[config.mk]
export PLATFORM = sky130hd
export DESIGN_NAME = wb_uart_fifo
export DESIGN_NICKNAME = d
export VERILOG_FILES = /design/src/rtl/wb_uart_fifo.sv
export SDC_FILE = /design/constraint.sdc
export NUM_CORES = 1
export LEC_CHECK = 0
export BUFFER_PORTS_ARGS = -buffer_cell sky130_fd_sc_hd__buf_2
export CAP_MARGIN = 15
export CORE_UTILIZATION = 40
export CTS_CLUSTER_SIZE = 25
export DETAILED_ROUTE_END_ITERATION = 10
export GPL_TIMING_DRIVEN = 0
export PLACE_DENSITY_LB_ADDON = 0.12
export SYNTH_ARGS = -nofsm -noshare
export SYNTH_HDL_FRONTEND = slang
export SYNTH_SLANG_ARGS = --single-unit
[constraint.sdc]
create_clock -name clk -period 8.58 [get_ports clk]
set_clock_uncertainty 0.05 [all_clocks]
set_input_delay 1.287 -clock clk [delete_from_list [all_inputs] [get_ports clk]]
set_output_delay 1.287 -clock clk [all_outputs]
set_load 0.005 [all_outputs]
[src/rtl/wb_uart_fifo.sv]
// wb_uart_fifo: Wishbone-slave UART with TX/RX FIFOs, runtime baud divisor
// and sticky error flags.
//
// Optional feature macro: WB_UART_PARITY_EN
//   Defined   -> CTRL[16] parity enable, CTRL[17] odd(1)/even(0); a parity bit
//                follows the data bits on TX and is checked on RX.
//   Undefined -> CTRL[17:16] read 0, STATUS[6] is constant 0.
//
// Register map (full 32-bit address compare):
//   ADDR_TX_DATA  W: push byte (dropped when full)          R: 0
//   ADDR_RX_DATA  R: pop head byte (0 when empty)            W: ignored
//   ADDR_STATUS   R: [0] tx_empty [1] tx_full [2] rx_nonempty [3] rx_full
//                    [4] overrun [5] frame_err [6] parity_err [7] tx_busy
//                 W: bits 4..6 write-1-to-clear (a coinciding set wins)
//   ADDR_CTRL     [15:0] divisor (values below 4 stored as 4)
//
// Handshake: an access is cyc && stb && !ack; its side effect happens in that
// cycle and wb_ack_o (with registered wb_data_o) follows for exactly one cycle.
//
// Ports:
//   clk, resetn               clock, asynchronous active-low reset
//   wb_cyc_i .. wb_sel_i      Wishbone slave inputs (sel ignored)
//   wb_ack_o, wb_stall_o      acknowledge, stall (tied 0)
//   wb_data_o                 registered read data
//   irq_o                     level interrupt: rx data or any sticky error
//   tx_o, rx_i                serial line out (idle high) / in (asynchronous)
module wb_uart_fifo #(
    parameter int          CLK_FREQ     = 100_000_000,
    parameter int          BAUD_RATE    = 115200,
    parameter int          DATA_BITS    = 8,
    parameter int          STOP_BITS    = 1,
    parameter int          FIFO_DEPTH   = 16,
    parameter logic [31:0] ADDR_TX_DATA = 32'h0,
    parameter logic [31:0] ADDR_RX_DATA = 32'h4,
    parameter logic [31:0] ADDR_STATUS  = 32'h8,
    parameter logic [31:0] ADDR_CTRL    = 32'hC
) (
    input  logic        clk,
    input  logic        resetn,
    input  logic        wb_cyc_i,
    input  logic        wb_stb_i,
    input  logic        wb_we_i,
    input  logic [31:0] wb_addr_i,
    input  logic [31:0] wb_data_i,
    input  logic [3:0]  wb_sel_i,
    output logic        wb_ack_o,
    output logic        wb_stall_o,
    output logic [31:0] wb_data_o,
    output logic        irq_o,
    output logic        tx_o,
    input  logic        rx_i
);
    localparam int          AW        = $clog2(FIFO_DEPTH);
    localparam logic [15:0] DIV_RESET = 16'(CLK_FREQ / BAUD_RATE);
    localparam logic [2:0]  LAST_BIT  = 3'(DATA_BITS - 1);
    localparam logic        LAST_STOP = 1'(STOP_BITS - 1);

    typedef enum logic [2:0] {
        S_IDLE, S_START, S_DATA, S_PARITY, S_STOP, S_WAIT_HIGH
    } state_t;

    // ---------------- bus decode ----------------
    logic access, wr_tx, wr_status, wr_ctrl, rd_rx;
    assign access    = wb_cyc_i && wb_stb_i && !wb_ack_o;
    assign wr_tx     = access && wb_we_i && (wb_addr_i == ADDR_TX_DATA);
    assign wr_status = access && wb_we_i && (wb_addr_i == ADDR_STATUS);
    assign wr_ctrl   = access && wb_we_i && (wb_addr_i == ADDR_CTRL);
    assign rd_rx     = access && !wb_we_i && (wb_addr_i == ADDR_RX_DATA);
    assign wb_stall_o = 1'b0;

    logic unused_ok;
    assign unused_ok = &{1'b0, wb_sel_i, wb_data_i};

    logic [15:0] div;
    logic        overrun, frame_err, parity_err;
    logic        par_en, par_odd;

    // ---------------- FIFOs ----------------
    logic [DATA_BITS-1:0] tx_mem [FIFO_DEPTH];
    logic [DATA_BITS-1:0] rx_mem [FIFO_DEPTH];
    logic [AW:0] tx_wptr, tx_rptr, rx_wptr, rx_rptr;
    logic tx_empty, tx_full, tx_push, tx_pop;
    logic rx_empty, rx_full, rx_push, rx_pop;
    logic [DATA_BITS-1:0] tx_head, rx_head;

    assign tx_empty = (tx_wptr == tx_rptr);
    assign tx_full  = (tx_wptr[AW] != tx_rptr[AW]) && (tx_wptr[AW-1:0] == tx_rptr[AW-1:0]);
    assign rx_empty = (rx_wptr == rx_rptr);
    assign rx_full  = (rx_wptr[AW] != rx_rptr[AW]) && (rx_wptr[AW-1:0] == rx_rptr[AW-1:0]);
    assign tx_head  = tx_mem[tx_rptr[AW-1:0]];
    assign rx_head  = rx_mem[rx_rptr[AW-1:0]];
    assign tx_push  = wr_tx && !tx_full;
    assign rx_pop   = rd_rx && !rx_empty;

    always_ff @(posedge clk) begin
        if (tx_push) tx_mem[tx_wptr[AW-1:0]] <= wb_data_i[DATA_BITS-1:0];
    end

    always_ff @(posedge clk or negedge resetn) begin
        if (!resetn) begin
            tx_wptr <= '0;
            tx_rptr <= '0;
            rx_wptr <= '0;
            rx_rptr <= '0;
        end else begin
            if (tx_push) tx_wptr <= tx_wptr + 1'b1;
            if (tx_pop)  tx_rptr <= tx_rptr + 1'b1;
            if (rx_push) rx_wptr <= rx_wptr + 1'b1;
            if (rx_pop)  rx_rptr <= rx_rptr + 1'b1;
        end
    end

    // ---------------- TX FSM ----------------
    state_t               tx_state;
    logic [15:0]          tx_cnt, tx_div;
    logic [DATA_BITS-1:0] tx_shift;
    logic [2:0]           tx_bit;
    logic                 tx_stop_idx;
    logic                 tx_tick, tx_busy;

    assign tx_tick = (tx_cnt == tx_div - 16'd1);
    assign tx_busy = (tx_state != S_IDLE);
    // A new frame is loaded from IDLE, or straight out of the last stop bit so
    // consecutive frames have no idle gap.
    assign tx_pop  = !tx_empty && ((tx_state == S_IDLE) ||
                     ((tx_state == S_STOP) && tx_tick && (tx_stop_idx == LAST_STOP)));

`ifdef WB_UART_PARITY_EN
    logic tx_par, tx_par_on;
`endif

    always_ff @(posedge clk or negedge resetn) begin
        if (!resetn) begin
            tx_state    <= S_IDLE;
            tx_cnt      <= '0;
            tx_div      <= DIV_RESET;
            tx_shift    <= '0;
            tx_bit      <= '0;
            tx_stop_idx <= 1'b0;
            tx_o        <= 1'b1;
`ifdef WB_UART_PARITY_EN
            tx_par      <= 1'b0;
            tx_par_on   <= 1'b0;
`endif
        end else begin
            tx_cnt <= tx_tick ? 16'd0 : tx_cnt + 16'd1;
            case (tx_state)
                S_IDLE: tx_cnt <= '0;
                S_START: if (tx_tick) begin
                    tx_o     <= tx_shift[0];
                    tx_bit   <= '0;
                    tx_state <= S_DATA;
                end
                S_DATA: if (tx_tick) begin
                    if (tx_bit == LAST_BIT) begin
`ifdef WB_UART_PARITY_EN
                        if (tx_par_on) begin
                            tx_o     <= tx_par;
                            tx_state <= S_PARITY;
                        end else
`endif
                        begin
                            tx_o        <= 1'b1;
                            tx_stop_idx <= 1'b0;
                            tx_state    <= S_STOP;
                        end
                    end else begin
                        tx_shift <= tx_shift >> 1;
                        tx_o     <= tx_shift[1];
                        tx_bit   <= tx_bit + 3'd1;
                    end
                end
`ifdef WB_UART_PARITY_EN
                S_PARITY: if (tx_tick) begin
                    tx_o        <= 1'b1;
                    tx_stop_idx <= 1'b0;
                    tx_state    <= S_STOP;
                end
`endif
                S_STOP: if (tx_tick) begin
                    if (tx_stop_idx == LAST_STOP) tx_state <= S_IDLE;
                    else tx_stop_idx <= 1'b1;
                end
                default: tx_state <= S_IDLE;
            endcase
            // Frame load overrides the case above (IDLE and end of STOP).
            if (tx_pop) begin
                tx_shift <= tx_head;
                tx_div   <= div;
                tx_cnt   <= '0;
                tx_o     <= 1'b0;
                tx_state <= S_START;
`ifdef WB_UART_PARITY_EN
                tx_par    <= (^tx_head) ^ par_odd;
                tx_par_on <= par_en;
`endif
            end
        end
    end

    // ---------------- RX FSM ----------------
    state_t               rx_state;
    logic [1:0]           rx_sync;
    logic                 rx_s, rx_prev;
    logic [15:0]          rx_cnt, rx_div;
    logic [DATA_BITS-1:0] rx_shift;
    logic [2:0]           rx_bit;
    logic                 rx_tick, rx_half, rx_stop_smp, rx_good;
    logic                 frame_set, overrun_set, parity_set, rx_par_bad;

    assign rx_s        = rx_sync[1];
    assign rx_tick     = (rx_cnt == rx_div - 16'd1);
    assign rx_half     = (rx_cnt == (rx_div >> 1) - 16'd1);
    assign rx_stop_smp = (rx_state == S_STOP) && rx_tick;
    assign frame_set   = rx_stop_smp && !rx_s;
    assign rx_good     = rx_stop_smp && rx_s && !rx_par_bad;
    assign overrun_set = rx_good && rx_full && !rx_pop;
    assign rx_push     = rx_good && !overrun_set;

    always_ff @(posedge clk) begin
        if (rx_push) rx_mem[rx_wptr[AW-1:0]] <= rx_shift;
    end

`ifdef WB_UART_PARITY_EN
    logic rx_par_on, rx_odd;
    assign parity_set = (rx_state == S_PARITY) && rx_tick && (rx_s != ((^rx_shift) ^ rx_odd));
`else
    assign parity_set = 1'b0;
    assign rx_par_bad = 1'b0;
`endif

    always_ff @(posedge clk or negedge resetn) begin
        if (!resetn) begin
            rx_sync  <= 2'b11;
            rx_prev  <= 1'b1;
            rx_state <= S_IDLE;
            rx_cnt   <= '0;
            rx_div   <= DIV_RESET;
            rx_shift <= '0;
            rx_bit   <= '0;
`ifdef WB_UART_PARITY_EN
            rx_par_bad <= 1'b0;
            rx_par_on  <= 1'b0;
            rx_odd     <= 1'b0;
`endif
        end else begin
            rx_sync <= {rx_sync[0], rx_i};
            rx_prev <= rx_s;
            rx_cnt  <= rx_tick ? 16'd0 : rx_cnt + 16'd1;
            case (rx_state)
                S_IDLE: begin
                    rx_cnt <= '0;
                    if (rx_prev && !rx_s) begin
                        rx_div   <= div;
                        rx_state <= S_START;
`ifdef WB_UART_PARITY_EN
                        rx_par_bad <= 1'b0;
                        rx_par_on  <= par_en;
                        rx_odd     <= par_odd;
`endif
                    end
                end
                // Half a bit after the edge: still low means a real start bit,
                // and later samples land on bit centres.
                S_START: begin
                    rx_cnt <= rx_half ? 16'd0 : rx_cnt + 16'd1;
                    if (rx_half) begin
                        rx_bit   <= '0;
                        rx_state <= rx_s ? S_IDLE : S_DATA;
                    end
                end
                S_DATA: if (rx_tick) begin
                    rx_shift <= {rx_s, rx_shift[DATA_BITS-1:1]};
                    if (rx_bit == LAST_BIT) begin
`ifdef WB_UART_PARITY_EN
                        rx_state <= rx_par_on ? S_PARITY : S_STOP;
`else
                        rx_state <= S_STOP;
`endif
                    end else begin
                        rx_bit <= rx_bit + 3'd1;
                    end
                end
`ifdef WB_UART_PARITY_EN
                S_PARITY: if (rx_tick) begin
                    rx_par_bad <= parity_set;
                    rx_state   <= S_STOP;
                end
`endif
                S_STOP: if (rx_tick) rx_state <= rx_s ? S_IDLE : S_WAIT_HIGH;
                S_WAIT_HIGH: if (rx_s) rx_state <= S_IDLE;
                default: rx_state <= S_IDLE;
            endcase
        end
    end

    // ---------------- registers, flags, bus response ----------------
    logic [31:0] rd_data, status;
    assign status = {24'd0, tx_busy, parity_err, frame_err, overrun,
                     rx_full, !rx_empty, tx_full, tx_empty};

    always_comb begin
        rd_data = '0;
        if (wb_addr_i == ADDR_RX_DATA && !rx_empty) rd_data = 32'(rx_head);
        else if (wb_addr_i == ADDR_STATUS)          rd_data = status;
        else if (wb_addr_i == ADDR_CTRL)            rd_data = {14'd0, par_odd, par_en, div};
    end

`ifndef WB_UART_PARITY_EN
    assign par_en     = 1'b0;
    assign par_odd    = 1'b0;
    assign parity_err = 1'b0;
`endif

    always_ff @(posedge clk or negedge resetn) begin
        if (!resetn) begin
            wb_ack_o   <= 1'b0;
            wb_data_o  <= '0;
            irq_o      <= 1'b0;
            div        <= DIV_RESET;
            overrun    <= 1'b0;
            frame_err  <= 1'b0;
`ifdef WB_UART_PARITY_EN
            parity_err <= 1'b0;
            par_en     <= 1'b0;
            par_odd    <= 1'b0;
`endif
        end else begin
            wb_ack_o <= access;
            if (access) wb_data_o <= wb_we_i ? 32'd0 : rd_data;
            if (wr_ctrl) begin
                div <= (wb_data_i[15:0] < 16'd4) ? 16'd4 : wb_data_i[15:0];
`ifdef WB_UART_PARITY_EN
                par_en  <= wb_data_i[16];
                par_odd <= wb_data_i[17];
`endif
            end
            overrun   <= overrun_set | (overrun & !(wr_status && wb_data_i[4]));
            frame_err <= frame_set | (frame_err & !(wr_status && wb_data_i[5]));
`ifdef WB_UART_PARITY_EN
            parity_err <= parity_set | (parity_err & !(wr_status && wb_data_i[6]));
`endif
            irq_o <= !rx_empty | overrun | frame_err | parity_err;
        end
    end
endmodule

==> Word level (Yosys, flattened, before mapping) <==
Memory sizes are Yosys's and may differ from the RTL's.
Cells that the tools add are included.
{ "totals": {"register_bits": 169, "latch_bits": 0, "ramBits": 256, "rom_bits": 0, "inputBits": 74, "out_inout_bits": 36, "wordCells": 193, "memories": 2} }
{ "memory_table": {"columns": ["memory", "depth", "width", "read_ports", "rd_clocked_by_memory_dff", "wr", "line_no", "source"], "rows": [
  ["rx_mem", 16, 8, 1, 0, 1, "80", "logic [DATA_BITS-1:0] rx_mem [FIFO_DEPTH];"],
  ["tx_mem", 16, 8, 1, 0, 1, "79", "logic [DATA_BITS-1:0] tx_mem [FIFO_DEPTH];"]
]} }
{ "op_classes": {"n_addsub": 11, "mul": 0, "div": 0, "order_cmp": 1, "eq_ne": 40, "n_shift": 0, "n_mux": 53, "bitwise_logic": 7, "n_reduce_logical": 55} }
{ "op_table": {"columns": ["operator", "count"], "rows": [
  ["$mux W16", 9],
  ["$eq A32 B4 Y1 const B", 2],
  ["$mux W3", 19],
  ["$eq A16 B16 Y1", 3],
  ["$add A16 B1 Y16 const B", 2],
  ["$eq A32 B3 Y1 const B", 1],
  ["$logic_not A32 Y1", 1],
  ["$mux W32", 1],
  ["$mux W8", 4],
  ["$pmux W16 S2", 1],
  ["$sub A16 B1 Y16 const B", 2],
  ["$ne A2 B2 Y1 const B", 14],
  ["$logic_and A1 B1 Y1", 25],
  ["$add A5 B1 Y5 const B", 4],
  ["$lt A16 B3 Y1 const B", 1],
  ["$sub A15 B1 Y16 const B", 1],
  ["$eq A3 B3 Y1 const B", 5],
  ["$ne A3 B3 Y1 const B", 5],
  ["$pmux W3 S5", 1],
  ["$mux W1", 12],
  ["$pmux W3 S2", 2],
  ["$pmux W3 S4", 1],
  ["$reduce_and A4 Y1", 3],
  ["$reduce_and A6 Y1", 2],
  ["18 further kinds", 46]
]} }

==> Depth between registers and ports, before layout <==
Gate-level depths: netlist (run 1).
{ "logic_depth": {"word_depth": 11, "ltp_mapped": 14, "depth_no_buf": 10} }

==> Worst setup path before layout (run 1) <==
Ideal clock, no wire load.
{ "synth_path": {"path_kind": "register to register", "start": "register rx_div[1]", "end": "memory rx_mem[0][0] (enable)", "setup_ns": 0.383, "arrival_ns": 3.632, "setup_slack_ns": 4.515, "path_stages_with_launch": 14, "n_path_buf": 3, "synth_period_minus_slack_ns": 4.065, "cell_sequence": "dfrtp_1 -> clkbuf_1 -> inv_1 -> ha_1 -> buf_2 -> or4b_1 -> buf_6 -> nor4_2 -> nor2_1 -> nor3_1 -> o2111ai_4 -> nor4_4 -> nand2_1 -> nor3_1"} }
{ "synth_between": {"elab_chain_cells": 10} }
{ "synth_rtl": {"columns": ["item", "line_no", "source"], "rows": [
  ["start: declaration", "205", "logic [15:0] rx_cnt, rx_div;"],
  ["start signal: assignment", "254", "rx_div <= div;"],
  ["$sub A16 B1 Y16 (*)", "212", "assign rx_tick = (rx_cnt == rx_div - 16'd1);"],
  ["$eq A16 B16 Y1 (*)", "212", null],
  ["$logic_and A1 B1 Y1 (*)", "214", "assign rx_stop_smp = (rx_state == S_STOP) && rx_tick;"],
  ["$logic_and A1 B1 Y1 (*)", "216", "assign rx_good = rx_stop_smp && rx_s && !rx_par_bad;"],
  ["$logic_and A1 B1 Y1 (2 in a row)", "217", "assign overrun_set = rx_good && rx_full && !rx_pop;"],
  ["$logic_not A1 Y1", "218", "assign rx_push = rx_good && !overrun_set;"],
  ["$logic_and A1 B1 Y1 (*)", "218", null],
  ["$mux W1 (*)", "221", "if (rx_push) rx_mem[rx_wptr[AW-1:0]] <= rx_shift;"],
  ["$mux W1 (not written as such) (*)", "221", null],
  ["end: declaration", "80", null]
]} }
Every way passes the cells marked *; elsewhere a longest branch is shown, timed or not.

==> Worst setup path after layout (run 1) <==
{ "layout_path": {"start": "register rx_div[1]", "end": "memory rx_mem[9][2] (enable)"} }
Same word-level chain as after synthesis.

==> results of run 1 <==
[logic make-up after synthesis]
group / count (synthesis) / synth area share [%]
AOI/OAI and AO/OA: 119 / 4.88
xor gates and xnor gates: 111 / 5.22
muxes: 143 / 13.4
and+or+nand+nor: 357 / 10.3
adders and majority gates: 19 / 1.28
DFF: 408 / 61.8
buffers and inverters: 125 / 3.08
other: 1 / 0.0201
[cell usage in the layout (no fill, tap or decap), drive strengths merged, types with 6 or more instances in the layout]
cell    Yosys  final
nand2      69     69
ha         19     19
a221oi      6      6
nand3b      6      6
dfstp      19     19
nor4b       6      6
clkbuf     54    117
or3        14     14
nor2       90     90
and3       16     16
a21oi       6      6
nor4       27     27
nand4      27     27
conb        1     17
inv        31     31
edfxtp    256    256
o21ai      31     31
clkinv      0     17
nor3       21     21
xnor2      60     60
mux2i      12     12
nand2b     15     15
or4         7      7
nor2b       8      8
xor2       51     51
dfrtp     133    133
a22o       13     13
buf        40    121
mux2       51     51
nand3      27     27
mux4       80     80
[synth_stat cells (13+ instances only)]
library cell / number
ha_1: 19
buf_4: 18
nand2_1: 68
edfxtp_1: 256
nand4_1: 26
nand2b_1: 15
or3_1: 14
mux2_2: 51
a22o_1: 13
xor2_1: 51
dfrtp_1: 133
mux4_2: 80
xnor2_1: 60
and3_1: 16
nand3_1: 27
dfstp_2: 19
o21ai_0: 30
clkbuf_1: 53
nor4_1: 22
nor3_1: 21
inv_1: 31
nor2_1: 90
[state kept, by name, indices dropped and copies added, names as in the netlist, 16 cells and up]
signal     flops
tx_div        16
rx_div        16
rx_cnt        16
div           16
rx_mem       128
wb_data_o     16
tx_mem       128
tx_cnt        16
[metrics by stage]
step	hold slack [ns]	setup slack [ns]	power [W]	instance area [sq um]
global placement	0.300	3.07	0.00255	19800
global route	0.303	3.27	0.00451	21300
floorplan	0.295	4.51	0.00244	18700
detailed placement	0.297	3.33	0.00256	19900
finish	0.302	3.66	0.00434	21300
CTS	0.301	3.63	0.00439	21300
[metal layers]
layer / routed length [um] / part of all wire, %
met1: 19900 / 47
met4: 825 / 2.0
met5: 0 / 0
met2: 19800 / 47
met3: 1720 / 4.1
[layout make-up]
cell class,instances,share of cell area (%)
clock buffers,63,5.90
multi-input cells,766,31.1
clock inverters,18,0.583
repair buffers,81,2.06
inverters,31,0.547
well taps,600,3.53
flip-flops and latches,408,54.2
plain buffers,94,2.15
[power by group through the flow]
stage	registers (W)	clock network [W]	logic, W
after floorplan	0.00216	0	0.000287
after global placement	0.00216	0	0.000388
after detailed placement	0.00216	0	0.000397
after CTS	0.00212	0.00187	0.000399
after global routing	0.00212	0.00195	0.000444
final	0.00212	0.00182	0.000396
[worst paths after layout]
kind                                      endpoint  slack, ns  cells after the start
setup / recovery            rx_mem[9][2]$_DFFE_PP_       3.66                     13
hold / removal                rx_sync[1]$_DFF_PN1_       0.30                      0
setup reg to reg            rx_mem[9][2]$_DFFE_PP_       3.66                     13
hold reg to reg               rx_sync[1]$_DFF_PN1_       0.30                      0
max in group asynchronous  tx_shift[5]$_DFFE_PN0P_       7.05                      2
min in group asynchronous     rx_cnt[14]$_DFF_PN0_       0.54                      1
==> results.md, run 1 <==
* Initial DRC Count at 810
* Placeable Area at 0.0457 sq mm
* Syn Inst Count at 1283
* Slowest cell on crit path: nor2_1
* Layout Nets at ~1500
* Switch share at 23.6%
* WL per Instance at 20.5 um
* Unrepaired setup endpoints after global routing: false
* Yosys Warn Count at 0
* Die Y at 218 um
* Pwr Density at 204 mW/mm^2
* Most used DFF post-synth: edfxtp_1
* Vias in the first global route at 10900
* Max-slew violation count at 0
* Reg area at 0.0115 sq mm
* GP Congestion at 0.837
* CTS tree: built
* GRT Util Overall at 18.3%
* Multi-input logic area at around 0.0066 sq mm
* Clk slew on worst S/H paths at approximately 0.060 ns
* FF+latch count, synth at 408
* Static Leak at approximately 8 nW
* Fin. Hold Viols at 0
* I/O Pins at 110
* Initial Utilization at 40.8%
* Layout cells sized above 1 at 23.8%
* Startpoint types: register
* Syn_area_per_cell at 14.5 sq um
* CTS Sinks at 408
* Max incr delay on CP at 0.80 ns
* Cell Area, Synth at 0.0186 sq mm
* Outcome: finished, final reports clean
* Setup_tns at 0 ns
* Post-route ant nets at 0
* P_sw at roughly 0.0010 W
* Worst-path cell chain: clkbuf_1 -> inv_1 -> ha_1 -> buf_2 -> or4b_1 -> buf_6 -> nor4_2 -> nor2_1 -> nor3_1 -> o2111ai_4 -> nor4_4 -> nand2_1 -> nor2_1
* Routed WL at 42.3 mm
* CP Class: register to register
* Placed insts at 1980
* Peak supply drop at between 0.1 and 0.15 mV
* Fin crit period at 4.92 ns
* EDFF count, synth at roughly 260
* Root buffer cell: clkbuf_16
* Clock buffer depth at 3
* Die footprint at 0.0474 sq mm
* Peak Freq at roughly 200 MHz
* Crit path buf inv count at 4
* Worst slew pin tran at 0.975 ns
* Number of vias per cell at 5.33
* Input/output buffers at slightly above 70
* Site row count at 78
* GRT busiest layer: met2
* Max Cap Viol at 0
* Met2 GRT Util at 29.0%
* Seq/Total Area, Yosys at 61.8%
* Worst EP arrival at 5.05 ns
* DRT Pass-1 Iters at 5
* Clock Power Share at 41.9%
* Post-CTS Setup Inserts at 0
* Top cell type's share of synthesized area at 41.3%
* Worst EP required at roughly 8.7 ns
* Layout Utilization at 46.5%
* Most used cell, CP: nor2_1
* Fillers at 4059
* Met3 Use GR at under 10%
* Hpwl dp at 29.4 mm
* Post-synth top area cell: edfxtp_1
* Post-synth ARST share at a little under two fifths
* Initial antenna violation count at 1
* CTS Hold Bufs at 0
* Final non-filler cell total at 2061
* Ranking of synthesized cells by area: edfxtp_1 (41%), dfrtp_1 (18%), mux4_2 (9.7%), mux2_2 (3.1%), xnor2_1 (2.8%)
* Residual DRC at 0
* Start point of the critical path: rx_div[1]$_DFFE_PN0P_
* CTS HTree Levels at 2
* Cts repair resizes at 0
* Hold/Removal Path Class: register to register
* Comb pwr share at 9.1%
* Die Wd at around 220 um
* CTS buffer count at 45
* Maximum fanout along the worst path at 10
* Number of library cell types mapped by synthesis at 78
* Cell family with most CP delay: simple AND/OR/NAND/NOR gates
* GRT overflow at 0
* Crit path capture type: register
* Hold Startpoint: rx_sync[0]$_DFF_PN1_
* First-pass GRT wire length at 65.5 mm
* Seq pwr share at 48.9%
* Met1 Usage GRT at 25.9%
* Syn-to-layout area delta at 14.1%
* Setup violators final at 0
* Reg-to-Reg Start: rx_div[1]$_DFFE_PN0P_
* Worst-Skew Late Latency at 0.58 ns
* Ant. Diodes at 0
* Pin count of the biggest net entering global routing at 119
* Tcrit/Tclk final at a little under three fifths
* Vias at 11000
* P_int at 0.00331 W
* Slew HR at between 30% and 40%
(Power assumes the default switching activity.)
==> run 2: changes to the inputs <==
==> constraint.sdc (replaced) <==
create_clock -name clk -period 4.25 [get_ports clk]
set_clock_uncertainty 0.05 [all_clocks]
set_input_delay 0.6375 -clock clk [delete_from_list [all_inputs] [get_ports clk]]
set_output_delay 0.6375 -clock clk [all_outputs]
set_load 0.005 [all_outputs]
==> results.md, run 2 (synthesized netlist as in run 1, its figures left out) <==
* Root buffer cell: clkbuf_16
* P_int at 0.00673 W (+100%)
* Comb pwr share at 9.3% (+0.2 points)
* CTS HTree Levels at 2 (unchanged)
* Setup Slack @ Placement at -0.682 ns (-4.01 ns)
* CTS tree: built
* Maximum fanout along the worst path at 9 (-1)
* Clk slew on worst S/H paths at 0.06 ns (about the same)
* Number of vias per cell at 5.34 (+0.17%)
* Vias at 11100 (+0.70%)
* Layout Nets at 1531 (+0.72%)
* Switch share at 23.6% (about the same)
* Cell Area, Placed at 0.0199 sq mm (unchanged)
* Hold path cells at 1 (+1)
* Static Leak at 8.21 nW (+1.2%)
* CTS Sinks at 408 (unchanged)
* Reg area at 0.0115 sq mm (about the same)
* Die footprint at 0.0474 sq mm (unchanged)
* Pin count of the biggest net entering global routing at 119 (unchanged)
* Multi-input logic area at 0.00677 sq mm (+2.5%)
* GRT Util Overall at 18.3% (+0.044 points)
* Initial DRC Count at 762 (-5.9%)
* Clock Power Share at 41.7% (-0.2 points)
* Layout Utilization at 47.2% (+0.62 points)
* DRT Pass-1 Iters at 5 (unchanged)
* Commonest non-fill, non-tap cell in the layout: edfxtp_1
* Die Y at 218 um (unchanged)
* Outcome: finished, final reports clean
* Peak Freq at 248 MHz (+22%)
* Fin. Hold Viols at 0 (unchanged)
* GP Congestion at 0.837 (unchanged)
* Initial antenna violation count at 1 (unchanged)
* Site row count at 78 (unchanged)
* CTS buffer count at 45 (unchanged)
* Fin crit period at 4.04 ns (-0.878 ns)
* Syn-to-layout area delta at 15.6%
* Hold/Removal Path Class: input pin to register
* Vias in the first global route at 11000 (+0.50%)
* Input/output buffers at 72 (unchanged)
* Crit path capture type: register
* Cells on worst reg2reg path at 15 (+2)
* Setup violators final at 0 (unchanged)
* Residual DRC at 0 (unchanged)
* Clock buffer depth at 3 (unchanged)
* Pwr Density at 409 mW/mm^2 (+100%)
* Worst EP arrival at 4.30 ns (-0.75 ns)
* Setup_tns at 0 ns (unchanged)
* Worst EP required at 4.51 ns (-4.20 ns)
* Fin Hold WS at 0.119 ns (-0.183 ns)
* WL per Instance at 20.5 um (-0.21%)
* Routed WL at 42.4 mm (+0.32%)
* I/O Pins at 110 (unchanged)
* Fillers at 4029 (-0.74%)
* Most frequent cells in the layout: edfxtp_1 (256), dfrtp_1 (132), buf_2 (86)
* Max Cap Viol at 0 (unchanged)
* Placeable Area at 0.0457 sq mm (unchanged)
* Slew HR at 36.1% (+1.4 points)
* Unrepaired setup endpoints after global routing: false
* Final worst slack at 0.213 ns (-3.45 ns)
* Max-slew violation count at 0 (unchanged)
* Die Wd at 218 um (unchanged)
* Peak supply drop at 0.280 mV (+100%)
* First-pass GRT wire length at 65.7 mm (+0.26%)
* CP Class: register to register
* Worst slew pin tran at 0.958 ns (-0.0173 ns)
* Seq pwr share at 49.0% (about the same)
* P_sw at 0.00207 W (+100%)
* Initial Utilization at 40.8% (unchanged)
* Post-route ant nets at 0 (unchanged)
* Worst-Skew Late Latency at 0.58 ns (about the same)
* GRT overflow at 0 (unchanged)
* Hpwl dp at 29.4 mm (unchanged)
* Layout cells sized above 1 at 26.1% (+2.3 points)
* Tcrit/Tclk final at 95.0% (+38 points)
* Ant. Diodes at 0 (unchanged)
* Final instance area at 0.0215 sq mm (+1.3%)
* Startpoint types: register
-- run 2: cell types whose count changed in the layout (fill, tap and decap cells not counted), moves of 2 or more --
cell | before | now
buf_4 | 18 | 32
nor2_1 | 90 | 79
nor2_4 | 0 | 11
nor3_1 | 21 | 16
buf_2 | 89 | 86
clkbuf_1 | 66 | 63
nand2_1 | 68 | 65
nor3_4 | 0 | 3
nand2_4 | 0 | 2
nor3_2 | 0 | 2
-- run 2: what timing repair did --
action | 4_1_cts | 5_1_grt
gates resized for setup | 37 | 9
cloned | 0 | 0
hold buffers | 1 | 0
setup endpoints to repair | 135 | 124
pin swaps | 3 | 2
buffers inserted | 5 | 8
endpoints found under the hold margin | 31 | 0
-- run 2: path summary, 6_finish.rpt --
| check | start | end | slack, ns |
|---|---|---|---|
| worst max-delay path | rx_div[1]$_DFFE_PN0P_ | rx_mem[0][3]$_DFFE_PP_ | 0.21 |
| worst min-delay path | rx_i | rx_sync[0]$_DFF_PN1_ | 0.12 |
| worst max register to register | rx_div[1]$_DFFE_PN0P_ | rx_mem[0][3]$_DFFE_PP_ | 0.21 |
| worst min register to register | rx_sync[0]$_DFF_PN1_ | rx_sync[1]$_DFF_PN1_ | 0.30 |
| max in group asynchronous | resetn | tx_shift[5]$_DFFE_PN0P_ | 2.79 |
| min in group asynchronous | resetn | rx_cnt[14]$_DFF_PN0_ | 0.49 |
-- run 2: routing by layer --
metal / vias to the layer above / global-route usage, % / part of all wire (%)
met5: - / 0 / 0
met4: 0 / 6.01 / 2.4
met3: 62 / 2.96 / 4.3
met2: 237 / 28.8 / 47
met1: 5609 / 26.0 / 47
li1: 5150 / - / -
-- run 2: power by group through the flow --
stage | clock network [W] | registers (W) | logic, W
global route | 0.00393 | 0.00432 | 0.000917
CTS | 0.00378 | 0.00432 | 0.000768
floorplan | 0 | 0.00435 | 0.000580
global placement | 0 | 0.00436 | 0.000784
detailed placement | 0 | 0.00436 | 0.000801
finish | 0.00367 | 0.00431 | 0.000819
-- run 2: stage by stage --
stage / std cells / power (W)
CTS: 2065 / 0.00886
floorplan: 1299 / 0.00493
global placement: 1971 / 0.00515
finish: 2072 / 0.00880
global route: 2072 / 0.00917
detailed placement: 1980 / 0.00516
-- run 2: worst max-delay path: stages, from the launching register on --
cell	delay (ns)
dfrtp_2	0.46
inv_1	0.10
ha_1	0.14
buf_2	0.20
or4b_1	0.47
buf_6	0.16
nor4_4	0.28
mux2_2	0.38
a311o_2	0.43
o2111ai_4	0.28
nor4_4	0.07
buf_4	0.20
buf_12	0.13
nand2_4	0.13
nor3_4	0.07
clkbuf_4	0.22
-- run 2: layout make-up --
type                       instances  area share [%]
inverter                          31           0.552
tap                              600            3.49
clock inverter                    18           0.575
sequential                       408            53.5
clock buffer                      63            5.83
timing repair buffer              95            2.61
buffer                            91            2.08
multi-input combinational        766            31.4
